$ cat config.mk
export PLATFORM = sky130hd
export DESIGN_NAME = noc_out_arb_5to1
export DESIGN_NICKNAME = d
export VERILOG_FILES = /design/src/rtl/noc_out_arb_5to1.sv
export SDC_FILE = /design/constraint.sdc
export NUM_CORES = 1
export LEC_CHECK = 0
export BUFFER_PORTS_ARGS = -buffer_cell sky130_fd_sc_hd__buf_4
export CORE_ASPECT_RATIO = 1.25
export CORE_UTILIZATION = 47
export CTS_BUF_LIST = sky130_fd_sc_hd__clkbuf_16
export DETAILED_ROUTE_END_ITERATION = 8
export HOLD_SLACK_MARGIN = 0.03
export PLACE_DENSITY = 0.83
export SLEW_MARGIN = 10
export SYNTH_ARGS = -nofsm -noshare
export SYNTH_HDL_FRONTEND = slang
export SYNTH_SLANG_ARGS = --single-unit
$ cat constraint.sdc
create_clock -name clk_i -period 3.7 [get_ports clk_i]
set_input_delay 0.185 -clock clk_i [delete_from_list [all_inputs] [get_ports clk_i]]
set_output_delay 0.185 -clock clk_i [all_outputs]
set_load 0.01 [all_outputs]
$ cat src/rtl/noc_out_arb_5to1.sv
// noc_out_arb_5to1: output-port arbiter for one NOC router output.
// Merges five input flit streams (N, S, W, E, L) into one registered output using
// round-robin arbitration with wormhole locking (head locks, tail/single releases).
// Optional feature macro: NOC_ARB_TYPE_CHECK_EN. When defined, body/tail flits seen
// while IDLE are handshaken but dropped, and the sticky err_o is raised.
module noc_out_arb_5to1 #(
  parameter int unsigned FLIT_W = 16,
  parameter int unsigned NPORTS = 5
) (
  input  logic              clk_i,
  input  logic              rst_ni,
  input  logic [FLIT_W-1:0] data_n_i,
  input  logic [FLIT_W-1:0] data_s_i,
  input  logic [FLIT_W-1:0] data_w_i,
  input  logic [FLIT_W-1:0] data_e_i,
  input  logic [FLIT_W-1:0] data_l_i,
  input  logic [NPORTS-1:0] valid_i,
  output logic [NPORTS-1:0] ready_o,
  output logic [FLIT_W-1:0] data_o,
  output logic              valid_o,
  input  logic              ready_i,
  output logic [2:0]        grant_o,
  output logic              locked_o,
  output logic              err_o
);

  localparam int unsigned PTR_W = 3;
  localparam logic [1:0] TYPE_HEAD   = 2'b10;
  localparam logic [1:0] TYPE_BODY   = 2'b00;
  localparam logic [1:0] TYPE_TAIL   = 2'b01;
  localparam logic [1:0] TYPE_SINGLE = 2'b11;

  typedef enum logic {
    S_IDLE   = 1'b0,
    S_LOCKED = 1'b1
  } state_t;

  state_t             r_state;
  state_t             w_state_nxt;
  logic [PTR_W-1:0]   r_owner;
  logic [PTR_W-1:0]   r_rr_ptr;
  logic [FLIT_W-1:0]  r_data;
  logic               r_valid;

  logic [FLIT_W-1:0]  w_in_data [NPORTS];
  logic [PTR_W:0]     w_idx;
  logic [PTR_W-1:0]   w_cand;
  logic               w_cand_vld;
  logic [PTR_W-1:0]   w_sel;
  logic               w_sel_vld;
  logic               w_out_free;
  logic [FLIT_W-1:0]  w_flit;
  logic [1:0]         w_type;
  logic               w_acc;
  logic               w_drop;
  logic               w_fwd;
  logic               w_release;

  assign w_in_data[0] = data_n_i;
  assign w_in_data[1] = data_s_i;
  assign w_in_data[2] = data_w_i;
  assign w_in_data[3] = data_e_i;
  assign w_in_data[4] = data_l_i;

  // (p + 1) mod NPORTS for the round-robin pointer
  function automatic logic [PTR_W-1:0] inc_mod(input logic [PTR_W-1:0] p);
    return (p == PTR_W'(NPORTS - 1)) ? '0 : p + PTR_W'(1);
  endfunction

  // Round-robin search: first valid input starting at rr_ptr, wrapping mod NPORTS
  always_comb begin
    w_idx      = '0;
    w_cand     = '0;
    w_cand_vld = 1'b0;
    for (int i = NPORTS - 1; i >= 0; i--) begin
      w_idx = {1'b0, r_rr_ptr} + (PTR_W + 1)'(i);
      if (w_idx >= (PTR_W + 1)'(NPORTS)) begin
        w_idx = w_idx - (PTR_W + 1)'(NPORTS);
      end
      if (valid_i[w_idx[PTR_W-1:0]]) begin
        w_cand_vld = 1'b1;
        w_cand     = w_idx[PTR_W-1:0];
      end
    end
  end

  // State register
  always_ff @(posedge clk_i or negedge rst_ni) begin
    if (!rst_ni) begin
      r_state <= S_IDLE;
    end else begin
      r_state <= w_state_nxt;
    end
  end

  // Next-state: heads (and untyped-check bodies) lock, tail/single releases
  always_comb begin
    w_state_nxt = r_state;
    case (r_state)
      S_IDLE: begin
        if (w_fwd && (w_type == TYPE_HEAD || w_type == TYPE_BODY)) begin
          w_state_nxt = S_LOCKED;
        end
      end
      S_LOCKED: begin
        if (w_release) begin
          w_state_nxt = S_IDLE;
        end
      end
      default: w_state_nxt = S_IDLE;
    endcase
  end

  // Output/handshake decode: selected input, ready, accept and drop qualifiers
  always_comb begin
    w_out_free = !r_valid || ready_i;
    w_sel      = (r_state == S_LOCKED) ? r_owner : w_cand;
    w_sel_vld  = (r_state == S_LOCKED) ? valid_i[r_owner] : w_cand_vld;
    ready_o    = '0;
    if (rst_ni && (r_state == S_LOCKED || w_cand_vld)) begin
      ready_o[w_sel] = w_out_free;
    end
    w_flit     = w_in_data[w_sel];
    w_type     = w_flit[FLIT_W-1 -: 2];
    w_acc      = rst_ni && w_sel_vld && w_out_free;
`ifdef NOC_ARB_TYPE_CHECK_EN
    w_drop     = (r_state == S_IDLE) && (w_type == TYPE_BODY || w_type == TYPE_TAIL);
`else
    w_drop     = 1'b0;
`endif
    w_fwd      = w_acc && !w_drop;
    w_release  = (r_state == S_LOCKED) && w_acc &&
                 (w_type == TYPE_TAIL || w_type == TYPE_SINGLE);
  end

  // Owner and round-robin pointer bookkeeping
  always_ff @(posedge clk_i or negedge rst_ni) begin
    if (!rst_ni) begin
      r_owner  <= '0;
      r_rr_ptr <= '0;
    end else if (w_acc) begin
      if (r_state == S_IDLE) begin
        if (!w_drop) begin
          r_owner <= w_cand;
        end
        if (w_drop || w_type == TYPE_SINGLE || w_type == TYPE_TAIL) begin
          r_rr_ptr <= inc_mod(w_cand);
        end
      end else if (w_release) begin
        r_rr_ptr <= inc_mod(r_owner);
      end
    end
  end

  // Output register: load on forwarded flit, clear valid when downstream pops
  always_ff @(posedge clk_i or negedge rst_ni) begin
    if (!rst_ni) begin
      r_valid <= 1'b0;
      r_data  <= '0;
    end else if (w_fwd) begin
      r_valid <= 1'b1;
      r_data  <= w_flit;
    end else if (ready_i) begin
      r_valid <= 1'b0;
    end
  end

`ifdef NOC_ARB_TYPE_CHECK_EN
  logic r_err;

  // Sticky error on a body/tail arriving without a preceding head
  always_ff @(posedge clk_i or negedge rst_ni) begin
    if (!rst_ni) begin
      r_err <= 1'b0;
    end else if (w_acc && w_drop) begin
      r_err <= 1'b1;
    end
  end

  assign err_o = r_err;
`else
  assign err_o = 1'b0;
`endif

  assign data_o   = r_data;
  assign valid_o  = r_valid;
  assign grant_o  = r_owner;
  assign locked_o = (r_state == S_LOCKED);

endmodule

==> impl_metrics.ini <==
[hold_path]
hold_end = data_o[12]
holdCritPathClass = input port to flip-flop
hold_depth = 3
hp-start = data_l_i[12]

[final_layout]
final_common_cell = buf_4
most-common-layout-cells = buf_4, nor2_1, nand2_1
fin_area_sq_um = 4930
drive_gt1_share_pct = 45.3
antenna_cells = 0
layout.cells.non_filler = 637
syn_to_final_growth_pct = 48.5
fin_nets = 653

[outcome]
outcome = finished, final reports clean

[floorplan]
ios = 115
dieArea_sq_um = 7410
start_util_pct = 49.7
coreArea_sq_um = 6690
die_height_microns = 96.0
num_rows = 33
die_w_microns = 77.2

[timing]
tightest_slew_ps = 633
timing.final.crit_share_pct = 99.2
fin_crit_ps = 3670
fmax_mhz = 273
final-max-slew-violation-count = 0
setup_violations = 0
grt_setup_unrepaired = true
slew_headroom_pct = 57.8
final-hold-violation-count = 0
finClkSkew_ps = 4.35

[global_routing]
grt_start_max_net_pins = 26
grt_pass1_vias = 4107
antenna_found_initial = 0
grt_pass1_wl_microns = 19500
globalRouteOverflowTotal = 0
track_usage_pct = 33.6

[logic_synthesis]
synth.cell_area_sq_um = 3320
synth.distinct_cells = 75
syn_inst = 405
syn_avg_cell_area_sq_um = 8.20
synth_edf_count = 0
synthFlopType = dfrtp_1
async_flop_share_pct = 100
ys_seq_area_share_pct = 18.1
synth_nets = 507
yosys_warnings = 0
ys_ff_latch = 24

[power_and_ir_drop]
p_leak_nw = 2.20
irDropWorstVdd_v = 0.000670
p_clk_share_pct = 5.1
pwr-share-seq_pct = 8.5
power_switching_mw = 3.10
total_power_mw = 6.25
pwr-share-comb_pct = 86.4
p_per_area_nw_per_um2 = 1270
p_int_mw = 3.15
sw_frac_of_total_pct = 49.6

[setup_path]
reg2regPathDepth = 14
crit_start = r_rr_ptr[0]
cp.required_ps = 3510
crit_type = flip-flop to output pin
endpoint_kind = output pin
r2r_start = r_rr_ptr[0]
crit_path_start_kind = flip-flop
timing.rr.end = data_o[9]
rrSetupSlack_ps = 80
crit_fanout = 13
cp.arrival_ps = 3480

[clocking]
htree_levels = 1
clock-sinks = 24
clock_latency_ps = 260
cts_buffer_depth = 2
cts_root_buf = clkbuf_16
cts_tree = built
cts_made_buffers = 3
clk_pin_slew_ps = 70

[flow_run]
max_cap_viol_count = 0

[placed_design]
placed_cell_area_sq_um = 4560
hpwlAfterDp_microns = 9610
gp_congestion = 0.926
numPortBuffers = 113
dp.cells = 619

[detailed_routing]
wl_microns = 12600
drt.antenna.violating_nets = 0
via_count = 4048
drt-initial-drc-count = 276
drc = 0
via_per_inst = 6.35
drt_pass1_iterations = 5
wl_per_cell_microns = 19.8
layout make-up:
| type | instances | area (sq um) |
|---|---|---|
| Multi-Input combinational cell | 332 | 2710 |
| Clock buffer | 3 | 75.1 |
| Sequential cell | 24 | 602 |
| Fill cell | 518 | 1750 |
| Inverter | 19 | 76.3 |
| Clock inverter | 1 | 30.0 |
| Tap cell | 87 | 109 |
| Timing Repair Buffer | 171 | 1330 |
how the worst max path moves through the flow:
| stage | endpoint | slack, ps |
|---|---|---|
| floorplan | ready_o[4] | 10 |
| global placement | r_rr_ptr[0] | -20 |
| detailed placement | data_o[9] | -40 |
| CTS | ready_o[4] | -20 |
| global route | ready_o[4] | -80 |
| finish | ready_o[4] | 30 |
cells by family after synthesis:
family	share of synthesized area (%)
compound gates	29.0
mux	18.9
flops	18.1
simple gates	19.6
xor+xnor	1.85
fa+ha+maj	5.50
buf+inv	6.93
other cells	0.113
flip-flops by register name, summed over array words and instances, names as in the netlist:
| signal | count |
|---|---|
| data_o | 16 |
| grant_o | 3 |
| r_rr_ptr | 3 |
| locked_o | 1 |
| valid_o | 1 |
power by group through the flow:
stage	Sequential, mW	Combinational, mW	Clock [mW]
floorplan	0.557	3.29	0
global placement	0.522	4.66	0
detailed placement	0.531	4.76	0
CTS	0.531	4.91	0.314
global route	0.549	5.76	0.326
finish	0.534	5.40	0.318
cells in the mapped netlist (all sizes together), types with 3 or more instances:
cell type  count  share of area, %
a2111oi        3              0.79
a211oi         5               1.5
a21o           3              0.68
a21oi         19               3.0
a222oi        14               4.2
a22oi          3              0.68
a31oi         14               2.6
and2           3              0.57
buf           16               3.2
clkbuf        14               1.6
dfrtp         24                18
ha            13               4.9
inv           18               2.0
mux2          20               6.8
mux2i         29               8.7
mux4           5               3.4
nand2         38               4.3
nand2b         9               1.9
nor2          45               5.2
nor2b          5              0.94
nor3           6              0.90
nor4           3               1.0
o211ai         3              0.68
o21ai         14               2.1
o22a          15               4.0
o31ai          4               1.2
o32ai          3              0.79
or3            4              0.75
xnor2          6               1.6
worst max-delay path, stage by stage (launching register included):
cell and delay [ps]:
dfrtp_2 430, buf_4 140, buf_4 220, mux2_2 360, o21ai_1 190, a2111oi_2 130, a311o_1 350, a311o_1 420
a211oi_4 330, a21oi_4 90, nand2b_4 200, nor4_4 210, buf_4 150
layer usage:
layer / routed length [microns] / global-route usage, %
met3: 925 / 5.12
met4: 768 / 22.5
met5: 0 / 0
met2: 6480 / 61.7
met1: 4430 / 35.7
stage by stage:
| stage | setup TNS [ps] | utilization, % | setup slack (ps) | hold WS [ps] |
|---|---|---|---|---|
| 2_1_floorplan | 0 | - | 13.3 | -111 |
| 3_3_place_gp | -29.6 | 68.2 | -18.1 | 111 |
| 3_5_place_dp | -279 | 68.2 | -43.4 | 109 |
| 4_1_cts | -20.5 | 71.0 | -20.5 | 185 |
| 5_1_grt | -884 | 73.8 | -82.2 | 199 |
| 6_report | 0 | 73.8 | 31.4 | 181 |
repair_timing:
action / in CTS / in global routing
endpoints found under the hold margin: 24 / 0
setup buffers: 1 / 12
resized for setup: 13 / 24
endpoints found under the setup margin: 23 / 25
hold buffers: 1 / 0
pin swaps: 1 / 10
(Power assumes the default switching activity.)
